<file path="config.mk">
export PLATFORM = sky130hd
export DESIGN_NAME = mc_ctrl_fsm_flat
export DESIGN_NICKNAME = d
export VERILOG_FILES = /design/src/rtl/mc_ctrl_pkg.sv /design/src/rtl/mc_ctrl_fsm_if.sv /design/src/rtl/mc_alu_decoder.sv /design/src/rtl/mc_ctrl_fsm.sv /design/src/flat_wrapper.sv
export SDC_FILE = /design/constraint.sdc
export NUM_CORES = 1
export LEC_CHECK = 0
export ABC_CLOCK_PERIOD_IN_PS = 2400
export BUFFER_PORTS_ARGS = -buffer_cell sky130_fd_sc_hd__buf_2
export CORE_AREA = 2 2 44 46
export CTS_CLUSTER_DIAMETER = 150
export DETAILED_ROUTE_END_ITERATION = 7
export DIE_AREA = 0 0 46 48
export PLACE_DENSITY = 0.79
export SETUP_SLACK_MARGIN = 0.5
export SLEW_MARGIN = 30
export SYNTH_ARGS = -nofsm -noshare
export SYNTH_HDL_FRONTEND = slang
export SYNTH_SLANG_ARGS = --single-unit
</file>
<file path="constraint.sdc">
create_clock -name clock -period 2.4 [get_ports clock]
set_input_delay 0.36 -clock clock [delete_from_list [all_inputs] [get_ports clock]]
set_output_delay 0.36 -clock clock [all_outputs]
set_load 0.01 [all_outputs]
</file>
<file path="src/rtl/mc_ctrl_pkg.sv">
// mc_ctrl_pkg: shared constants for the multicycle MIPS control FSM.
// State encodings, opcode/funct values, ALU control codes and mux encodings.
// Optional feature macro used by the FSM: MC_CTRL_BNE_EN (bne support).
package mc_ctrl_pkg;

    // FSM state encodings (4-bit, exposed on the debug state output)
    localparam logic [3:0] S_FETCH  = 4'd0;
    localparam logic [3:0] S_DECODE = 4'd1;
    localparam logic [3:0] S_MEMADR = 4'd2;
    localparam logic [3:0] S_MEMRD  = 4'd3;
    localparam logic [3:0] S_MEMWB  = 4'd4;
    localparam logic [3:0] S_MEMWR  = 4'd5;
    localparam logic [3:0] S_EXEC   = 4'd6;
    localparam logic [3:0] S_ALUWB  = 4'd7;
    localparam logic [3:0] S_BRANCH = 4'd8;
    localparam logic [3:0] S_JUMP   = 4'd9;

    // Opcodes
    localparam logic [5:0] OP_RTYPE = 6'b000000;
    localparam logic [5:0] OP_J     = 6'b000010;
    localparam logic [5:0] OP_BEQ   = 6'b000100;
    localparam logic [5:0] OP_BNE   = 6'b000101;
    localparam logic [5:0] OP_LB    = 6'b100000;
    localparam logic [5:0] OP_SB    = 6'b101000;

    // R-type function fields
    localparam logic [5:0] FN_ADD = 6'b100000;
    localparam logic [5:0] FN_SUB = 6'b100010;
    localparam logic [5:0] FN_AND = 6'b100100;
    localparam logic [5:0] FN_OR  = 6'b100101;
    localparam logic [5:0] FN_SLT = 6'b101010;

    // ALU control codes
    localparam logic [2:0] ALU_ADD = 3'b010;
    localparam logic [2:0] ALU_SUB = 3'b110;
    localparam logic [2:0] ALU_AND = 3'b000;
    localparam logic [2:0] ALU_OR  = 3'b001;
    localparam logic [2:0] ALU_SLT = 3'b111;

    // PC source mux
    localparam logic [1:0] PCSRC_ALU    = 2'b00;
    localparam logic [1:0] PCSRC_ALUOUT = 2'b01;
    localparam logic [1:0] PCSRC_JUMP   = 2'b10;

    // ALU B-operand mux
    localparam logic [1:0] SRCB_REGB = 2'b00;
    localparam logic [1:0] SRCB_ONE  = 2'b01;
    localparam logic [1:0] SRCB_IMM  = 2'b10;
    localparam logic [1:0] SRCB_BOFF = 2'b11;

endpackage

</file>
<file path="src/rtl/mc_ctrl_fsm_if.sv">
// mc_ctrl_fsm_if: IR/datapath/memory-side signals of the control FSM.
// Handshake: mem_ready is sampled only while the FSM requests memory
// (FETCH, MEMRD, MEMWR); a request is held until mem_ready=1 in that cycle.
// master = the control FSM, slave = datapath/memory side.
interface mc_ctrl_fsm_if #(parameter int BEATS = 4);
    logic [5:0]       op;
    logic [5:0]       funct;
    logic             zero;
    logic             mem_ready;
    logic [BEATS-1:0] ir_write;
    logic             mem_read;
    logic             mem_write;
    logic             iord;
    logic             pc_write;
    logic             branch;
    logic             pc_en;
    logic [1:0]       pc_src;
    logic             alu_src_a;
    logic [1:0]       alu_src_b;
    logic [2:0]       alu_control;
    logic             reg_write;
    logic             mem_to_reg;
    logic             reg_dst;
    logic             aluout_en;
    logic             mdr_en;
    logic             illegal_op;
    logic [3:0]       state;

    modport master (
        input  op, funct, zero, mem_ready,
        output ir_write, mem_read, mem_write, iord, pc_write, branch, pc_en,
               pc_src, alu_src_a, alu_src_b, alu_control, reg_write,
               mem_to_reg, reg_dst, aluout_en, mdr_en, illegal_op, state
    );

    modport slave (
        output op, funct, zero, mem_ready,
        input  ir_write, mem_read, mem_write, iord, pc_write, branch, pc_en,
               pc_src, alu_src_a, alu_src_b, alu_control, reg_write,
               mem_to_reg, reg_dst, aluout_en, mdr_en, illegal_op, state
    );
endinterface

</file>
<file path="src/rtl/mc_alu_decoder.sv">
// mc_alu_decoder: R-type funct field to ALU control; unknown funct adds.
module mc_alu_decoder
    import mc_ctrl_pkg::*;
(
    input  logic [5:0] funct,
    output logic [2:0] alu_control
);
    // Map funct to ALU operation, falling back to add
    always_comb begin
        case (funct)
            FN_SUB:  alu_control = ALU_SUB;
            FN_AND:  alu_control = ALU_AND;
            FN_OR:   alu_control = ALU_OR;
            FN_SLT:  alu_control = ALU_SLT;
            default: alu_control = ALU_ADD;
        endcase
    end
endmodule

</file>
<file path="src/rtl/mc_ctrl_fsm.sv">
// mc_ctrl_fsm: multicycle MIPS control FSM with multi-beat instruction fetch.
// The interface BEATS parameter must equal INSTR_W/BUS_W.
// Optional macro MC_CTRL_BNE_EN adds bne (op 000101) through the BRANCH state.
module mc_ctrl_fsm
    import mc_ctrl_pkg::*;
#(
    parameter int BUS_W   = 8,
    parameter int INSTR_W = 32
) (
    input  logic          clock,
    input  logic          reset,
    mc_ctrl_fsm_if.master bus
);
    localparam int BEATS = INSTR_W / BUS_W;
    localparam int BW    = (BEATS > 1) ? $clog2(BEATS) : 1;
    localparam logic [BW-1:0] LAST_BEAT = BW'(BEATS - 1);

    logic [3:0]    state_q, state_n;
    logic [BW-1:0] beat_q, beat_n;
    logic          fetch_accept;
    logic          take;
    logic [2:0]    exec_alu;

    // A fetch beat completes only when memory answers; never while reset is held
    assign fetch_accept = (state_q == S_FETCH) && bus.mem_ready && !reset;

    mc_alu_decoder u_alu_dec (
        .funct       (bus.funct),
        .alu_control (exec_alu)
    );

`ifdef MC_CTRL_BNE_EN
    logic bne_q;

    // Remember whether the instruction being branched on is bne
    always_ff @(posedge clock or posedge reset) begin
        if (reset)                    bne_q <= 1'b0;
        else if (state_q == S_DECODE) bne_q <= (bus.op == OP_BNE);
    end

    assign take = bne_q ? ~bus.zero : bus.zero;
`else
    assign take = bus.zero;
`endif

    // State and beat registers
    always_ff @(posedge clock or posedge reset) begin
        if (reset) begin
            state_q <= S_FETCH;
            beat_q  <= '0;
        end else begin
            state_q <= state_n;
            beat_q  <= beat_n;
        end
    end

    // Next-state and beat counter sequencing
    always_comb begin
        state_n = S_FETCH;
        beat_n  = beat_q;
        case (state_q)
            S_FETCH: begin
                state_n = S_FETCH;
                if (fetch_accept) begin
                    if (beat_q == LAST_BEAT) begin
                        beat_n  = '0;
                        state_n = S_DECODE;
                    end else begin
                        beat_n = beat_q + 1'b1;
                    end
                end
            end
            S_DECODE: begin
                case (bus.op)
                    OP_LB, OP_SB: state_n = S_MEMADR;
                    OP_RTYPE:     state_n = S_EXEC;
                    OP_BEQ:       state_n = S_BRANCH;
`ifdef MC_CTRL_BNE_EN
                    OP_BNE:       state_n = S_BRANCH;
`endif
                    OP_J:         state_n = S_JUMP;
                    default:      state_n = S_FETCH;
                endcase
            end
            S_MEMADR: state_n = (bus.op == OP_SB) ? S_MEMWR : S_MEMRD;
            S_MEMRD:  state_n = bus.mem_ready ? S_MEMWB : S_MEMRD;
            S_MEMWR:  state_n = bus.mem_ready ? S_FETCH : S_MEMWR;
            S_EXEC:   state_n = S_ALUWB;
            default:  state_n = S_FETCH;
        endcase
    end

    // Moore control decode plus the mem_ready/zero gated outputs
    always_comb begin
        bus.ir_write    = '0;
        bus.mem_read    = 1'b0;
        bus.mem_write   = 1'b0;
        bus.iord        = 1'b0;
        bus.pc_write    = 1'b0;
        bus.branch      = 1'b0;
        bus.pc_src      = PCSRC_ALU;
        bus.alu_src_a   = 1'b0;
        bus.alu_src_b   = SRCB_REGB;
        bus.alu_control = ALU_ADD;
        bus.reg_write   = 1'b0;
        bus.mem_to_reg  = 1'b0;
        bus.reg_dst     = 1'b0;
        bus.aluout_en   = 1'b0;
        bus.mdr_en      = 1'b0;
        bus.illegal_op  = 1'b0;
        case (state_q)
            S_FETCH: begin
                bus.mem_read  = 1'b1;
                bus.alu_src_b = SRCB_ONE;
                if (fetch_accept) begin
                    bus.ir_write = BEATS'(1) << beat_q;
                    bus.pc_write = 1'b1;
                end
            end
            S_DECODE: begin
                bus.alu_src_b = SRCB_BOFF;
                bus.aluout_en = 1'b1;
                case (bus.op)
                    OP_LB, OP_SB, OP_RTYPE, OP_BEQ, OP_J: bus.illegal_op = 1'b0;
`ifdef MC_CTRL_BNE_EN
                    OP_BNE:  bus.illegal_op = 1'b0;
`endif
                    default: bus.illegal_op = 1'b1;
                endcase
            end
            S_MEMADR: begin
                bus.alu_src_a = 1'b1;
                bus.alu_src_b = SRCB_IMM;
                bus.aluout_en = 1'b1;
            end
            S_MEMRD: begin
                bus.mem_read = 1'b1;
                bus.iord     = 1'b1;
                bus.mdr_en   = bus.mem_ready;
            end
            S_MEMWB: begin
                bus.reg_write  = 1'b1;
                bus.mem_to_reg = 1'b1;
            end
            S_MEMWR: begin
                bus.mem_write = 1'b1;
                bus.iord      = 1'b1;
            end
            S_EXEC: begin
                bus.alu_src_a   = 1'b1;
                bus.alu_src_b   = SRCB_REGB;
                bus.aluout_en   = 1'b1;
                bus.alu_control = exec_alu;
            end
            S_ALUWB: begin
                bus.reg_write = 1'b1;
                bus.reg_dst   = 1'b1;
            end
            S_BRANCH: begin
                bus.alu_src_a   = 1'b1;
                bus.alu_src_b   = SRCB_REGB;
                bus.alu_control = ALU_SUB;
                bus.branch      = 1'b1;
                bus.pc_src      = PCSRC_ALUOUT;
            end
            S_JUMP: begin
                bus.pc_write = 1'b1;
                bus.pc_src   = PCSRC_JUMP;
            end
            default: ;
        endcase
    end

    assign bus.pc_en = bus.pc_write | (bus.branch & take);
    assign bus.state = state_q;

endmodule

</file>
<file path="src/flat_wrapper.sv">
// flat-port wrapper written by rule: the top's interface ports become plain ports
module mc_ctrl_fsm_flat import mc_ctrl_pkg::*;
#(
    parameter int BUS_W   = 8,
    parameter int INSTR_W = 32
)
  (clock, reset, bus_op, bus_funct, bus_zero, bus_mem_ready, bus_ir_write, bus_mem_read, bus_mem_write, bus_iord, bus_pc_write, bus_branch, bus_pc_en, bus_pc_src, bus_alu_src_a, bus_alu_src_b, bus_alu_control, bus_reg_write, bus_mem_to_reg, bus_reg_dst, bus_aluout_en, bus_mdr_en, bus_illegal_op, bus_state);
  mc_ctrl_fsm_if #(.BEATS(4)) bus_i ();
  input  logic clock;
  input  logic reset;
  input wire logic [$bits(bus_i.op)-1:0] bus_op;
  input wire logic [$bits(bus_i.funct)-1:0] bus_funct;
  input wire logic [$bits(bus_i.zero)-1:0] bus_zero;
  input wire logic [$bits(bus_i.mem_ready)-1:0] bus_mem_ready;
  output wire logic [$bits(bus_i.ir_write)-1:0] bus_ir_write;
  output wire logic [$bits(bus_i.mem_read)-1:0] bus_mem_read;
  output wire logic [$bits(bus_i.mem_write)-1:0] bus_mem_write;
  output wire logic [$bits(bus_i.iord)-1:0] bus_iord;
  output wire logic [$bits(bus_i.pc_write)-1:0] bus_pc_write;
  output wire logic [$bits(bus_i.branch)-1:0] bus_branch;
  output wire logic [$bits(bus_i.pc_en)-1:0] bus_pc_en;
  output wire logic [$bits(bus_i.pc_src)-1:0] bus_pc_src;
  output wire logic [$bits(bus_i.alu_src_a)-1:0] bus_alu_src_a;
  output wire logic [$bits(bus_i.alu_src_b)-1:0] bus_alu_src_b;
  output wire logic [$bits(bus_i.alu_control)-1:0] bus_alu_control;
  output wire logic [$bits(bus_i.reg_write)-1:0] bus_reg_write;
  output wire logic [$bits(bus_i.mem_to_reg)-1:0] bus_mem_to_reg;
  output wire logic [$bits(bus_i.reg_dst)-1:0] bus_reg_dst;
  output wire logic [$bits(bus_i.aluout_en)-1:0] bus_aluout_en;
  output wire logic [$bits(bus_i.mdr_en)-1:0] bus_mdr_en;
  output wire logic [$bits(bus_i.illegal_op)-1:0] bus_illegal_op;
  output wire logic [$bits(bus_i.state)-1:0] bus_state;
  assign bus_i.op = bus_op;
  assign bus_i.funct = bus_funct;
  assign bus_i.zero = bus_zero;
  assign bus_i.mem_ready = bus_mem_ready;
  assign bus_ir_write = bus_i.ir_write;
  assign bus_mem_read = bus_i.mem_read;
  assign bus_mem_write = bus_i.mem_write;
  assign bus_iord = bus_i.iord;
  assign bus_pc_write = bus_i.pc_write;
  assign bus_branch = bus_i.branch;
  assign bus_pc_en = bus_i.pc_en;
  assign bus_pc_src = bus_i.pc_src;
  assign bus_alu_src_a = bus_i.alu_src_a;
  assign bus_alu_src_b = bus_i.alu_src_b;
  assign bus_alu_control = bus_i.alu_control;
  assign bus_reg_write = bus_i.reg_write;
  assign bus_mem_to_reg = bus_i.mem_to_reg;
  assign bus_reg_dst = bus_i.reg_dst;
  assign bus_aluout_en = bus_i.aluout_en;
  assign bus_mdr_en = bus_i.mdr_en;
  assign bus_illegal_op = bus_i.illegal_op;
  assign bus_state = bus_i.state;
  mc_ctrl_fsm #(.BUS_W(BUS_W), .INSTR_W(INSTR_W)) u_core (.clock(clock), .reset(reset), .bus(bus_i));
endmodule
</file>
==> out/results.ini, run 1 <==
[synth]
syn_area_um2=726
synth-seq-area-share=0.207
synthCells=94
synth_fp_nets=114
avgSynthCellArea_um2=7.72
synth_ff_type=dfrtp_1
synthArstFlopShare=1.00
synth_top_cell_by_area=dfrtp_1
synth_edf_count=0
synth_cell_types=42
synth-warning-count=0
synth_top_area_share=0.207
ys_ff_latch=6
netlist_top_cells_area=dfrtp_1 21%, nand2b_1 7.8%, ha_1 6.9%, nor2_1 5.7%, and2_1 5.2%

[setup_path]
cp_max_fo=5
worstPathArrival_ns=1.59
r2r_slack_ns=0.88
cp-end-kind=output pin
reg2reg_to=u_core.beat_q[0]
startpoint_type=flip-flop
reg2reg_from=u_core.bus.state[0]
critical_path_class=reg2out
crit_required_ns=2.04
rr_worst_depth=5

[final_layout]
fin_nets=169
mostFrequentLayoutCells=42 x buf_2, 12 x buf_4, 10 x nor2_1
syn_to_final_growth_pct=53.1
layout.cells.non_filler=164
fill_cells=152
final_common_cell=buf_2
diodes=0
final_layout_size_suffix_gt1_frac=0.517

[sta]
finClkSkew_ns=0.00850
fin_crit_sh=0.813
period_minus_slack_ns=1.95
setup_tns_ns=0
slew_violations=0
clock.fmax_mhz=513
setup_viol=0
finalHoldViolCount=0
rsz0062_at_grt=true
slew_headroom=0.709
worst-slew-pin-transition_ns=0.436

[die]
fp.coreArea_mm2=0.00169
dieArea_mm2=0.00221
pin_count=44
die_height_um=48
rows=15
die_x_um=46
start_util=0.430

[clock_network]
cts_buffers=3
htreeDepth=1
cts_tree=done
ctsHoldBuffers=0
clkLatencyLatePin_ns=0.25
clk_pin_slew_ns=0.05
cts_max_path_buffers=2
cts_sinks=6
root_buffer=clkbuf_4

[placement]
hpwl_mm=1.49
dp_cells=149
place_congestion=0.784
io_buffers=43

[power_and_ir_drop]
pwr-share-comb=0.668
power.density_mw_per_mm2=749
p_seq_frac=0.221
ir_worst_vdd_mv=0.376
power.internal_mw=0.468
power_switching_mw=0.364
switching_share=0.438
leakagePower_nw=0.599
pwr-share-clk=0.111

[routing]
drc=0
drt_wl_total_mm=2.10
wl_per_cell_um=12.8
drt.antenna.violating_nets=0
post_drt_via_cell_ratio=5.50
drtIter0Drc=14
drt_pass1_iterations=4
num_vias=902

[run]
max-cap-violations=0

[global_routing]
overflow=0
antenna_found_initial=0
grt_pass1_vias=743
track_usage=0.195
grt_max_degree=13
grt_first_pass_wirelength_mm=3.10

[min_path]
hold_path.class=in2async

[status]
status=completed

power by group through the flow:
stage               Sequential (mW)  Clock, mW  Combinational [mW]
floorplan                     0.173          0               0.313
global placement              0.180          0               0.456
detailed placement            0.185          0               0.466
CTS                           0.179     0.0962               0.519
global route                  0.190      0.105               0.617
finish                        0.184     0.0925               0.556
cell families (layout without fill, tap and decap cells):
logic type                 count (synthesis)  after routing  share of synthesized area
adders and majority gates                  4              4                     0.0690
muxes                                      3              3                     0.0465
and+or+nand+nor                           53             53                      0.438
buffers and inverters                     11             64                     0.0690
xor gates and xnor gates                   1              1                     0.0121
DFF                                        6              6                      0.207
AOI/OAI and AO/OA                         16             16                      0.159
flip-flops by register name (all words and copies together) (netlist names):
signal	cells
u_core.beat_q	2
u_core.bus.state	4
through the flow:
stage | setup slack (ns) | util | power [mW] | hold slack [ns] | cell area [um2]
final | 0.450 | 0.658 | 0.832 | 0.0492 | 1110
after global routing | 0.394 | 0.658 | 0.912 | 0.0719 | 1110
after floorplan | 0.681 | - | 0.485 | 0.151 | 726
after global placement | 0.517 | 0.556 | 0.636 | 0.301 | 938
after detailed placement | 0.464 | 0.556 | 0.652 | 0.304 | 938
after CTS | 0.450 | 0.629 | 0.795 | 0.0407 | 1060
how the worst max path moves through the flow:
stage                               to           startpoint  slack (ns)  cells after the start
global placement    bus_alu_control[1]  u_core.bus.state[2]        0.52                      4
finish              bus_alu_control[1]  u_core.bus.state[3]        0.45                      4
floorplan           bus_alu_control[2]  u_core.bus.state[0]        0.68                      3
global route        bus_alu_control[2]  u_core.bus.state[3]        0.39                      4
detailed placement  bus_alu_control[2]  u_core.bus.state[2]        0.46                      4
CTS                 bus_alu_control[2]  u_core.bus.state[3]        0.45                      4
worst max-delay path, stage by stage, from the launching register on:
cell and delay (ns):
dfrtp_2 0.43, nand2b_4 0.15, or4b_4 0.49, nand2b_4 0.16, buf_6 0.13
cell type report:
type                            count  area [um2]  area share
Multi-Input combinational cell     77         571       0.514
Tap cell                           17        21.3      0.0191
Clock buffer                        3        22.5      0.0203
Sequential cell                     6         155       0.140
Timing Repair Buffer               56         323       0.291
Inverter                            5        18.8      0.0169
metal layers:
layer | GRT usage | vias up | routed length, um
li1 | - | 440 | -
met4 | 0.0629 | 0 | 14
met3 | 0.0415 | 2 | 164
met2 | 0.386 | 40 | 1120
met5 | 0 | - | 0
met1 | 0.201 | 420 | 807
cell usage after synthesis (all sizes together), types with 2 or more instances:
cell type,n
nor2,11
and2,6
or2,2
a31oi,2
nor4,2
nor3,5
inv,5
nor2b,4
a21oi,2
buf,5
nand2b,9
o21ai,2
dfrtp,6
mux2,3
nand2,3
ha,4
nor3b,2
repair_timing:
| action | in CTS | in global routing |
|---|---|---|
| endpoints found under the setup margin | 10 | 10 |
| gates resized for setup | 11 | 4 |
| buffers inserted | 8 | 4 |
| pin swaps | 1 | 1 |
No activity file was read; power rests on OpenSTA's default activity.
==> inputs of run 2 (changes only) <==
--- a/config.mk
+++ b/config.mk
@@ -5,13 +5,13 @@
 export SDC_FILE = /design/constraint.sdc
 export NUM_CORES = 1
 export LEC_CHECK = 0
-export ABC_CLOCK_PERIOD_IN_PS = 2400
+export ABC_CLOCK_PERIOD_IN_PS = 1600
 export BUFFER_PORTS_ARGS = -buffer_cell sky130_fd_sc_hd__buf_2
-export CORE_AREA = 2 2 44 46
+export CORE_AREA = 2 2 47 49
 export CTS_CLUSTER_DIAMETER = 150
 export DETAILED_ROUTE_END_ITERATION = 7
-export DIE_AREA = 0 0 46 48
-export PLACE_DENSITY = 0.79
+export DIE_AREA = 0 0 49 51
+export PLACE_DENSITY = 0.73
 export SETUP_SLACK_MARGIN = 0.5
 export SLEW_MARGIN = 30
 export SYNTH_ARGS = -nofsm -noshare
==> constraint.sdc (replaced) <==
create_clock -name clock -period 1.6 [get_ports clock]
set_input_delay 0.24 -clock clock [delete_from_list [all_inputs] [get_ports clock]]
set_output_delay 0.24 -clock clock [all_outputs]
set_load 0.01 [all_outputs]
==> out/results.ini, run 2 (same netlist as run 1, synthesis figures left out) <==
[final_layout]
final_layout_size_suffix_gt1_frac=0.716  ; +0.199
diodes=0  ; unchanged
final_common_cell=buf_6
mostFrequentLayoutCells=33 x buf_6, 28 x buf_2, 12 x buf_4
fin_area_mm2=0.00164  ; +47%
fill_cells=110  ; -28%
syn_to_final_growth_pct=126
fin_nets=190  ; +12%
largest_reg_flops=4  ; unchanged

[routing]
drt_pass1_iterations=4  ; unchanged
drt_wl_total_mm=3.13  ; +49%
post_drt_via_cell_ratio=5.22  ; -5.1%
wl_per_cell_um=15.9  ; +24%
drt.antenna.violating_nets=0  ; unchanged
drc=0  ; unchanged
drtIter0Drc=19  ; +5
num_vias=1028  ; +14%

[clock_network]
root_buffer=clkbuf_4
clk_pin_slew_ns=0.05  ; about the same
htreeDepth=1  ; unchanged
cts_tree=done
clkLatencyLatePin_ns=0.25  ; about the same
cts_buffers=3  ; unchanged
cts_max_path_buffers=2  ; unchanged
cts_sinks=6  ; unchanged

[setup_path]
crit_required_ns=1.36  ; -0.68 ns
critPathSlowestCell=or4b_4
cp-end-kind=output pin
cp_cell_sequence=nand2b_4 -> or4b_4 -> nand2b_4 -> buf_6
reg2reg_from=u_core.bus.state[0]
startpoint_type=flip-flop
crit_start=u_core.bus.state[0]
cp_max_fo=3  ; -2
critPathMostFrequentCell=nand2b_4
critical_path_class=reg2out
worstPathArrival_ns=1.61  ; +0.02 ns
critPathMaxStageDelay_ns=0.56  ; +0.07 ns

[die]
dieArea_mm2=0.00250  ; +13%
fp.coreArea_mm2=0.00206  ; +22%
die_height_um=51  ; +6.3%
rows=17  ; +2
start_util=0.352  ; -0.0779
die_x_um=49  ; +6.5%
pin_count=44  ; unchanged

[sta]
rsz0062_at_grt=true
finalHoldViolCount=0  ; unchanged
slew_headroom=0.656  ; -0.0528
fin_crit_sh=1.15
period_minus_slack_ns=1.85
worst-slew-pin-transition_ns=0.511  ; +0.0754 ns
finClkSkew_ns=0.00197  ; -0.00653 ns
slew_violations=0  ; unchanged
setup_viol=19  ; +19
worst_slack_ns=-0.248  ; -0.697 ns
clock.fmax_mhz=541
setup_tns_ns=-2.78  ; -2.78 ns

[global_routing]
grt_max_degree=13  ; unchanged
grt_first_pass_wirelength_mm=4.17  ; +35%
antenna_found_initial=0  ; unchanged
grt_pass1_vias=913  ; +23%
track_usage=0.212  ; +0.0168
overflow=0  ; unchanged

[status]
status=finished, violations left
violations=setup timing

[run]
max-cap-violations=0  ; unchanged

[power_and_ir_drop]
leakagePower_nw=0.798  ; +33%
power.density_mw_per_mm2=1220  ; +63%
finalPower_mw=1.99  ; +140%
ir_worst_vdd_mv=0.702  ; +87%

[min_path]
worstHoldStart=bus_op[2]
hold_path.class=in2reg

[placement]
hpwl_mm=1.66  ; +11%
place_congestion=0.831  ; +5.9%
postPlaceCellArea_mm2=0.00111  ; +19%
io_buffers=43  ; unchanged

## run 2: path summary, 6_finish.rpt
check	endpoint	slack (ns)	cells past startpoint
max	bus_alu_control[1]	-0.25	4
min	u_core.bus.state[3]	0.29	3
max reg2reg	u_core.beat_q[0]	0.02	6
min reg2reg	u_core.beat_q[1]	0.59	1
max in group asynchronous	u_core.bus.state[3]	0.88	3
min in group asynchronous	u_core.bus.state[1]	0.52	3
## run 2: what timing repair did
item / CTS / global route
gates resized for setup: 42 / 27
setup buffers: 17 / 7
setup endpoints to repair: 33 / 34
hold endpoints to repair: 6 / 0
pin swaps: 16 / 18
hold buffers: 1 / 0
## run 2: where the power goes
part / internal, mW / leakage (nW) / switching (mW)
combinational: 0.904 / 0.710 / 0.657
clock: 0.0951 / 0.0150 / 0.0648
sequential: 0.204 / 0.0737 / 0.0687
total: 1.20 / 0.798 / 0.791
## run 2: cell type report
type | instances | area, um2 | area share
Tap cell | 28 | 35.0 | 0.0214
Timing Repair Buffer | 77 | 657 | 0.401
Sequential cell | 6 | 154 | 0.0940
Multi-Input combinational cell | 77 | 746 | 0.456
Clock buffer | 4 | 26.3 | 0.0161
Inverter | 5 | 18.8 | 0.0115
## run 2: layer usage
layer	global-route usage	routed length [um]	vias to the layer above
met5	0	0	-
met4	0.0524	58	0
met3	0.0409	178	7
met2	0.400	1660	41
met1	0.245	1230	490
li1	-	-	490
## run 2: critical path, delay by kind of cell, from the launching register on
| family | cells | cell delay (ns) |
|---|---|---|
| DFF | 1 | 0.37 |
| and+or+nand+nor | 3 | 0.87 |
| buffers and inverters | 1 | 0.11 |
## run 2: per-stage QoR
step / hold WS, ns / utilization / worst slack [ns] / cells
finish: 0.288 / 0.793 / -0.248 / 197
global route: 0.309 / 0.793 / -0.277 / 197
CTS: 0.292 / 0.710 / -0.223 / 190
detailed placement: 0.178 / 0.539 / -0.000390 / 168
global placement: 0.178 / 0.539 / 0.0415 / 168
floorplan: 0.0308 / - / 0.0818 / 94
